`config.mk`:
```
export PLATFORM = sky130hd
export DESIGN_NAME = cpu_program_feeder
export DESIGN_NICKNAME = d
export VERILOG_FILES = /design/src/rtl/cpu_program_feeder.sv
export SDC_FILE = /design/constraint.sdc
export NUM_CORES = 1
export LEC_CHECK = 0
export BUFFER_PORTS_ARGS = -buffer_cell sky130_fd_sc_hd__buf_2
export CORE_MARGIN = 10
export CORE_UTILIZATION = 52
export DETAILED_ROUTE_END_ITERATION = 8
export PLACE_DENSITY = 0.74
export SLEW_MARGIN = 20
export SYNTH_ARGS = -nofsm -noshare
export SYNTH_HDL_FRONTEND = slang
export SYNTH_SLANG_ARGS = --single-unit
export TNS_END_PERCENT = 5
```
`constraint.sdc`:
```
create_clock -name clk -period 2.9 [get_ports clk]
set_input_delay 0.29 -clock clk [delete_from_list [all_inputs] [get_ports clk]]
set_output_delay 0.29 -clock clk [all_outputs]
set_load 0.01 [all_outputs]
```
`src/rtl/cpu_program_feeder.sv`:
```
// cpu_program_feeder: host-side driver for the 8-bit hidden CPU pin interface.
// Buffers a short program of 6-bit instruction words, holds the CPU in reset
// while loading, then issues one word per clock on the CPU instruction lines
// and captures the CPU output byte after every retired instruction into a
// first-word-fall-through trace FIFO drained with a valid/ready handshake.
//
// Ports:
//   clk, rst                 clock, synchronous active-high reset
//   load_valid/data/ready    program word load handshake (IDLE only)
//   start                    begin (or re-run from DONE) execution
//   clear                    empty program buffer and trace FIFO, clear overflow
//   cpu_rst, cpu_instr       drive CPU io_in[1] and io_in[7:2]
//   cpu_out                  CPU io_out byte
//   trace_valid/data/ready   trace FIFO head and pop handshake
//   busy, done, overflow     status; overflow is sticky until run entry or clear
//   prog_len                 number of loaded program words
module cpu_program_feeder #(
  parameter int unsigned PROG_DEPTH  = 16,
  parameter int unsigned TRACE_DEPTH = 16
) (
  input  logic                        clk,
  input  logic                        rst,
  input  logic                        load_valid,
  input  logic [5:0]                  load_data,
  output logic                        load_ready,
  input  logic                        start,
  input  logic                        clear,
  output logic                        cpu_rst,
  output logic [5:0]                  cpu_instr,
  input  logic [7:0]                  cpu_out,
  output logic                        trace_valid,
  output logic [7:0]                  trace_data,
  input  logic                        trace_ready,
  output logic                        busy,
  output logic                        done,
  output logic                        overflow,
  output logic [$clog2(PROG_DEPTH):0] prog_len
);

  localparam int unsigned IdxW   = $clog2(PROG_DEPTH);
  localparam int unsigned LenW   = IdxW + 1;
  localparam int unsigned PtrW   = $clog2(TRACE_DEPTH);
  localparam int unsigned CntW   = PtrW + 1;
  localparam int unsigned InstrW = 6;
  localparam int unsigned DataW  = 8;

  typedef enum logic [1:0] {
    IDLE  = 2'd0,
    RUN   = 2'd1,
    FLUSH = 2'd2,
    DONE  = 2'd3
  } state_t;

  state_t state, stateNext;

  logic [InstrW-1:0] progMem  [PROG_DEPTH];
  logic [DataW-1:0]  traceMem [TRACE_DEPTH];

  logic [IdxW-1:0]   idx, idxNext;
  logic [LenW-1:0]   progLenNext;
  logic              pending, pendingNext;
  logic [PtrW-1:0]   wrPtr, wrPtrNext, rdPtr, rdPtrNext;
  logic [CntW-1:0]   count, countNext;

  logic              progWe;
  logic              pushReq;
  logic              clearFifo;
  logic              clearOvf;
  logic              pop;
  logic              full;
  logic              doPush;
  logic              drop;
  logic [InstrW-1:0] instrNext;
  logic [DataW-1:0]  headNext;
  logic              overflowNext;

  // State register
  always_ff @(posedge clk) begin
    if (rst) begin
      state <= IDLE;
    end else begin
      state <= stateNext;
    end
  end

  // Next-state, sequencing and FIFO next-value logic
  always_comb begin
    stateNext    = state;
    idxNext      = idx;
    progLenNext  = prog_len;
    pendingNext  = pending;
    progWe       = 1'b0;
    pushReq      = 1'b0;
    clearFifo    = 1'b0;
    clearOvf     = 1'b0;
    instrNext    = '0;

    unique case (state)
      IDLE: begin
        if (clear) begin
          progLenNext = '0;
          pendingNext = 1'b0;
          clearFifo   = 1'b1;
        end else begin
          if (load_valid && load_ready) begin
            progWe      = 1'b1;
            progLenNext = prog_len + LenW'(1);
          end
          // pending carries a start that arrived in DONE through this reset cycle
          if ((start || pending) && (prog_len != '0)) begin
            stateNext   = RUN;
            idxNext     = '0;
            pendingNext = 1'b0;
            clearOvf    = 1'b1;
            instrNext   = progMem[0];
          end
        end
      end
      RUN: begin
        // result of the previous word is on cpu_out from the second cycle on
        pushReq = (idx != '0);
        if (LenW'(idx) == prog_len - LenW'(1)) begin
          stateNext = FLUSH;
        end else begin
          idxNext   = idx + IdxW'(1);
          instrNext = progMem[idx + IdxW'(1)];
        end
      end
      FLUSH: begin
        pushReq   = 1'b1;
        stateNext = DONE;
      end
      DONE: begin
        if (clear) begin
          stateNext   = IDLE;
          progLenNext = '0;
          pendingNext = 1'b0;
          clearFifo   = 1'b1;
        end else if (start) begin
          stateNext   = IDLE;
          pendingNext = 1'b1;
        end
      end
      default: stateNext = IDLE;
    endcase

    // Trace FIFO: push and pop in one cycle are both honoured, even when full
    pop    = trace_ready && (count != '0);
    full   = (count == CntW'(TRACE_DEPTH));
    doPush = pushReq && (!full || pop);
    drop   = pushReq && full && !pop;

    rdPtrNext = pop    ? rdPtr + PtrW'(1) : rdPtr;
    wrPtrNext = doPush ? wrPtr + PtrW'(1) : wrPtr;
    countNext = count + CntW'(doPush) - CntW'(pop);
    if (clearFifo) begin
      rdPtrNext = '0;
      wrPtrNext = '0;
      countNext = '0;
    end

    // Head bypass: a push into an empty (after pop) FIFO becomes the head directly
    headNext = (doPush && (wrPtr == rdPtrNext)) ? cpu_out : traceMem[rdPtrNext];

    overflowNext = overflow;
    if (clearFifo || clearOvf) begin
      overflowNext = 1'b0;
    end else if (drop) begin
      overflowNext = 1'b1;
    end
  end

  // Control, pointer and registered output state
  always_ff @(posedge clk) begin
    if (rst) begin
      idx         <= '0;
      prog_len    <= '0;
      pending     <= 1'b0;
      wrPtr       <= '0;
      rdPtr       <= '0;
      count       <= '0;
      overflow    <= 1'b0;
      cpu_rst     <= 1'b1;
      cpu_instr   <= '0;
      load_ready  <= 1'b1;
      trace_valid <= 1'b0;
      trace_data  <= '0;
      busy        <= 1'b0;
      done        <= 1'b0;
    end else begin
      idx         <= idxNext;
      prog_len    <= progLenNext;
      pending     <= pendingNext;
      wrPtr       <= wrPtrNext;
      rdPtr       <= rdPtrNext;
      count       <= countNext;
      overflow    <= overflowNext;
      cpu_rst     <= (stateNext == IDLE);
      cpu_instr   <= instrNext;
      load_ready  <= (stateNext == IDLE) && (progLenNext < LenW'(PROG_DEPTH));
      trace_valid <= (countNext != '0);
      trace_data  <= headNext;
      busy        <= (stateNext == RUN) || (stateNext == FLUSH);
      done        <= (stateNext == DONE);
    end
  end

  // Storage arrays carry no reset; their contents are don't-care after reset
  always_ff @(posedge clk) begin
    if (progWe) begin
      progMem[prog_len[IdxW-1:0]] <= load_data;
    end
    if (doPush) begin
      traceMem[wrPtr] <= cpu_out;
    end
  end

endmodule

```
Word level (Yosys, flattened, before mapping):

Memory sizes are Yosys's and may differ from the RTL's. A register that Yosys moved wholly into a read port is not among the register bits.
Index checks and enable logic that the tools add are counted.

* reduce and logical (&&, ||, !) cells: 26
* eq/ne operators: 13
* bitwise gates (word level): 0
* mux-type cells: 39
* $lt $le $gt $ge: 1
* add/sub/neg operators: 7
* multipliers: 0
* divide/modulo/power cells: 0
* shift operators: 0

Operators by type and width (number)
* two-way mux 4 bit: 5
* two-way mux 5 bit: 4
* two-way mux 6 bit: 3
* two-way mux 1 bit: 16
* nonzero test 5 bit: 3
* adder 4 x 1 -> 4 bit, second input constant: 3
* one-hot mux 6 bit (2 select lines): 1
* two-way mux 2 bit: 5
* one-hot mux 5 bit (2 select lines): 1
* == test 2 bit, second input constant: 4
* one-hot mux 2 bit (4 select lines): 1
* one-hot mux 4 bit (2 select lines): 1
* logical AND 1 bit: 7
* != test 2 bit, second input constant: 3
* != test 3 bit, second input constant: 2
* OR reduction 2 bit: 3
* adder 5 x 1 -> 5 bit: 1
* adder 5 x 1 -> 5 bit, second input constant: 1
* == test 4 x 5 -> 1 bit: 1
* == test 5 bit, second input constant: 1
* < comparator 5 bit, second input constant: 1
* subtractor 5 x 1 -> 5 bit: 1
* subtractor 5 x 1 -> 5 bit, second input constant: 1
* == test 2 x 1 -> 1 bit, second input constant: 2
* other kinds (8): 15

* bits in latches: 0
* output and inout port bits: 25
* memory bits (writable): 224
* bits in registers: 37
* memories: 2
* word-level logic and storage cells: 102
* memory bits (read-only): 0

Memory list
* traceMem: depth 16, bits a word 8, read ports 1, clocked after Yosys merged registers in 1, wr ports 1, line 57 `logic [DataW-1:0] traceMem [TRACE_DEPTH];`
* progMem: depth 16, bits a word 6, read ports 2, clocked after Yosys merged registers in 0, wr ports 1, line 56 `logic [InstrW-1:0] progMem [PROG_DEPTH];`

Depth between registers and ports, before layout:

* word-level depth: 8
* gate-level depth with buffers: 17
* gate-level depth less buffers: 16

Least setup slack after synthesis:

No wires, ideal clock.

* kind: register to register
* start point: register count[2]
* end point: register trace_valid
* data required time: 2.773 ns
* path buffers: 2
* stages on the path, launching flop included: 18
* arrival: 2.657 ns
* period minus slack after synthesis: 2.785 ns
* path slack: 0.115 ns
* library setup time: 0.127 ns
* path through: dfxtp_1 > inv_1 > ha_1 > nor4b_4 > nor2_1 > buf_2 > clkbuf_1 > nand2_1 > o21ai_0 > ha_1 > inv_1 > fa_1 > inv_1 > a21oi_1 > nor2_1 > nor2_1 > xnor2_1 > a31oi_1

* longest elaborated chain between the ends: 8
* elaborated cells between the ends (all ways): 10
* those cells by class: add/sub: 2; eq/ne: 1; mux: 1; reduce/logical: 6

RTL lines
* start: declaration: line 63 `logic [CntW-1:0] count, countNext;`
* start signal: assignment: line 196 `count <= countNext;`
* == test 5 bit or nonzero test 5 bit (tied branches): line 149, 148
* zero test 1 bit or logical AND 1 bit (tied branches): line 150, 148
* logical OR 1 bit: line 150 `doPush = pushReq && (!full || pop);`
* logical AND 1 bit: line 150
* adder 5 x 1 -> 5 bit: line 155 `countNext = count + CntW'(doPush) - CntW'(pop);`
* subtractor 5 x 1 -> 5 bit *: line 155
* two-way mux 5 bit *: line 156 `if (clearFifo) begin`
* nonzero test 5 bit *: line 201 `trace_valid <= (countNext != '0);`
* end signal: assignment: line 201
* end: declaration: line 31 `output logic trace_valid,`

Mark *: on every way between the ends. The rest lies on a longest branch, timed or not.
A chain may end at the register's enable or synchronous reset.

Final worst setup path:

* start point: register state[0]
* end point: register trace_data[5] (read register of traceMem)

* longest elaborated chain between the ends: 4
* elaborated cells between the ends (all ways): 5
* those cells by class: eq/ne: 1; mux: 2; reduce/logical: 2

RTL lines
* start: declaration: line 54 `state_t state, stateNext;`
* start signal: assignment: line 82 `state <= stateNext;`
* == test 2 bit or zero test 2 bit (tied branches): line 98 `unique case (state)`
* OR reduction 2 bit (no source line) *
* two-way mux 1 bit *
* two-way mux 4 bit *: line 156
* end: declaration: line 32 `output logic [7:0] trace_data,`

Marked as above.

==> flow_summary_export.csv <==
group,metric,value,unit
status,status,"complete, no violations",
finish,final_util,61.1,%
route,dr_wl_met2,12.4,mm
critical_path,r2r_cells,10,
finish,areaGrowthSynthToFinish,14.4,%
floorplanning,core,22000,sq um
min_path,hold_path.startpoint,"load_data[4]",
min_path,hold_path_class,"input pin to flip-flop",
finish,diodes,0,
timing,period_share,93.3,%
critical_path,path_class,"flip-flop to flip-flop",
route,antenna_left,0,
logic_synthesis,netlist_instances,806,
route,viasPerCell,5.96,
timing,drv_slew,0,
floorplanning,fp.dieH,170,microns
timing,period_needed,2.71,ns
global_route,grt_start_max_net_pins,34,
min_path,hold_end,"progMem[10][4]$_DFFE_PP_",
global_route,overflow,0,
finish,final_cells,1194,
timing,hold_viol,0,
logic_synthesis,synth.avg_cell_area,14.6,sq um
critical_path,r2r_start,"state[0]$_SDFF_PP0_",
pwr,vdd.ir_drop.worst,621,uV
floorplanning,fp.dieW,170,microns
critical_path,cpMostUsedCell,"buf_4",
floorplanning,rows,54,
route,first_pass_iters,5,
logic_synthesis,synth_top_cells_by_area,"edfxtp_1, dfxtp_1, mux4_2",
clock_tree,cts_root_buffer,"clkbuf_16",
global_route,grt_use_total,17.3,%
critical_path,path_buf_inv,3,
critical_path,start_kind,"flip-flop",
logic_synthesis,synth-async-reset-ratio,0,%
placement,pre_cts_ws,0.148,ns
finish,final_cell_area,13400,sq um
logic_synthesis,ys_warn_count,0,
timing,holdWs,0.131,ns
pwr,power_density,754,nW/um^2
clock_tree,htree_levels,1,
pwr,power,10.1,mW
critical_path,crit_fanout,12,
placement,dpl.hpwl,17.0,mm
logic_synthesis,synth.top_cell.area_share,57.2,%
floorplanning,io_pins,45,
logic_synthesis,synth_area,11800,sq um
global_route,antenna_found_initial,0,
critical_path,critical_path.slowest_cell,"dfxtp_1",
route,drt-met1-wl,10.5,mm
route,num_vias,7113,
placement,placed_cells,1141,
logic_synthesis,syn-num-nets,850,
global_route,grt_pass1_wl,39.5,mm
pwr,leakage,4.59,nW
timing,setup_viol,0,
clock_tree,clock-sinks,269,
finish,drive_gt1_share,23.3,%
min_path,hold_depth,1,
clock_tree,ctsLongestPathBuffers,3,
logic_synthesis,ys_seq_area_share,64.9,%
timing,fmax,369,MHz
logic_synthesis,synth_edf_count,224,
finish,fill_cells,1641,
logic_synthesis,yosysTopAreaCell,"edfxtp_1",
critical_path,crit_chain,"inv_1, ha_1, nand2b_1, buf_4, o211ai_2, buf_4, nand3_1, a21oi_1, o221ai_1, a311oi_1",
route,drc_errors,0,
placement,dpl-instance-area,12500,sq um
critical_path,crit_arrival,3.15,ns
route,routed_wl,25.1,mm
critical_path,slowest_delay,0.41,ns
clock_tree,cts_inserted_buffers,28,
timing,tightest_slew,0.693,ns
timing,fin_ws,0.194,ns
logic_synthesis,synth_cell_types,74,
timing,tns,0,ns
placement,io_buffers,44,
logic_synthesis,yosys_most_used_dff,"edfxtp_1",
critical_path,r2r_slack,0.19,ns
floorplanning,initial_utilization,53.4,%
route,wl_met3,1.36,mm
route,highest_layer,"met4",
finish,nets,937,
route,routedWlPerCell,21.0,microns
route,drtIter0Drc,646,
flow_run,cap_violations,0,
timing,finClkSkew,0.0174,ns
critical_path,cp.required,3.34,ns
critical_path,critPathTopFamily,"compound AO/OA/AOI/OAI gates",
critical_path,worstSetupEndpointType,"flip-flop",
placement,place_congestion,0.851,
critical_path,r2r_end,"trace_data[5]$_SDFF_PP0_",
clock_tree,clkTransAtPathRegs,0.06,ns
logic_synthesis,synth_seq_cells,269,
clock_tree,cts_tree,"yes",
floorplanning,die_area,29000,sq um
global_route,grt_pass1_vias,7157,
clock_tree,worstSkewPairLatency,0.54,ns
timing,relSlewSlack,53.6,%
[worst register-to-register path, cell delays in order (launching register included)]
cell and delay [ns]:
dfxtp_1 0.41, inv_1 0.10, ha_1 0.35, nand2b_1 0.22
buf_4 0.19, o211ai_2 0.20, buf_4 0.28, nand3_1 0.10
a21oi_1 0.28, o221ai_1 0.19, a311oi_1 0.31
[power breakdown]
group	total [mW]	internal, mW	switching (mW)
sequential	4.35	4.28	0.0637
combinational	2.36	1.03	1.33
clock	3.43	2.00	1.43
[layout by cell type (no fill, tap or decap), types with 4 or more instances in the layout]
| master | instances |
|---|---|
| o221ai_1 | 7 |
| mux4_2 | 30 |
| clkbuf_1 | 5 |
| o21ai_0 | 6 |
| nand2_1 | 44 |
| a31oi_1 | 12 |
| mux2i_1 | 39 |
| buf_2 | 44 |
| xnor2_1 | 10 |
| nand2b_1 | 5 |
| o211ai_1 | 9 |
| a21oi_1 | 41 |
| a22oi_1 | 6 |
| clkbuf_16 | 29 |
| buf_4 | 54 |
| clkinv_2 | 4 |
| a211oi_1 | 5 |
| and3_1 | 7 |
| a311oi_1 | 14 |
| dfxtp_1 | 45 |
| xor2_1 | 10 |
| clkinv_1 | 5 |
| nor2_1 | 82 |
| nor3_1 | 9 |
| mux2_2 | 16 |
| a2bb2oi_2 | 4 |
| a221oi_1 | 8 |
| ha_1 | 22 |
| nand3_1 | 19 |
| inv_1 | 28 |
| edfxtp_1 | 224 |
[repair_timing]
item / in CTS / in global routing
buffers inserted: 0 / 2
hold buffers: 0 / 0
gates resized for setup: 0 / 4
hold endpoints to repair: 0 / 0
setup endpoints to repair: 0 / 12
[how the worst max path moves through the flow]
| stage | startpoint | to | depth (start not counted) |
|---|---|---|---|
| final | state[0]$_SDFF_PP0_ | trace_data[5]$_SDFF_PP0_ | 10 |
| after global routing | state[0]$_SDFF_PP0_ | trace_valid$_SDFF_PP0_ | 15 |
| after CTS | count[3]$_SDFF_PP0_ | trace_data[1]$_SDFF_PP0_ | 9 |
| after detailed placement | state[0]$_SDFF_PP0_ | trace_data[1]$_SDFF_PP0_ | 9 |
| after global placement | state[0]$_SDFF_PP0_ | trace_data[1]$_SDFF_PP0_ | 9 |
| after floorplan | count[2]$_SDFF_PP0_ | trace_valid$_SDFF_PP0_ | 17 |
[state kept, by name, summed over array words and instances (netlist names), 2 cells and up]
register,flops
cpu_instr,6
rdPtr,4
prog_len,5
idx,4
progMem,96
traceMem,128
state,2
wrPtr,4
count,5
trace_data,8
[Yosys cell counts, drive strengths merged (5+ instances only)]
| cell | instances |
|---|---|
| a221oi | 8 |
| edfxtp | 224 |
| a21oi | 41 |
| nand2 | 47 |
| a211oi | 5 |
| nor3 | 10 |
| a22oi | 6 |
| xnor2 | 10 |
| mux2 | 17 |
| xor2 | 10 |
| nand2b | 5 |
| dfxtp | 45 |
| o21ai | 7 |
| nand3 | 19 |
| nor2 | 82 |
| a31oi | 14 |
| and3 | 7 |
| a311oi | 15 |
| mux4 | 30 |
| inv | 29 |
| buf | 22 |
| o221ai | 7 |
| o211ai | 10 |
| a2bb2oi | 7 |
| ha | 23 |
| clkbuf | 20 |
| mux2i | 39 |
[per-layer routing]
metal	global-route usage, %	vias to the layer above
met5	0	-
met2	29.2	237
met3	2.80	58
met4	6.22	0
met1	22.1	3526
li1	-	3292
[kinds of logic (layout without fill, tap and decap cells)]
logic type,after synthesis,count (layout),synth area share (%)
compound gates,144,144,9.33
xor+xnor,21,21,1.68
fa+ha+maj,24,24,2.62
buf+inv,71,179,2.82
flops,269,269,64.9
mux,86,86,10.7
simple gates,191,191,7.97
[final cells by class]
| cell class | count | area (sq um) | share of cell area (%) |
|---|---|---|---|
| tap | 280 | 350 | 2.61 |
| multi-input combinational | 466 | 3820 | 28.4 |
| inverter | 29 | 109 | 0.809 |
| clock inverter | 17 | 148 | 1.10 |
| sequential | 269 | 7630 | 56.7 |
| timing repair buffer | 99 | 646 | 4.80 |
| clock buffer | 34 | 744 | 5.54 |
Note: power is estimated with default switching activity, not from simulation.
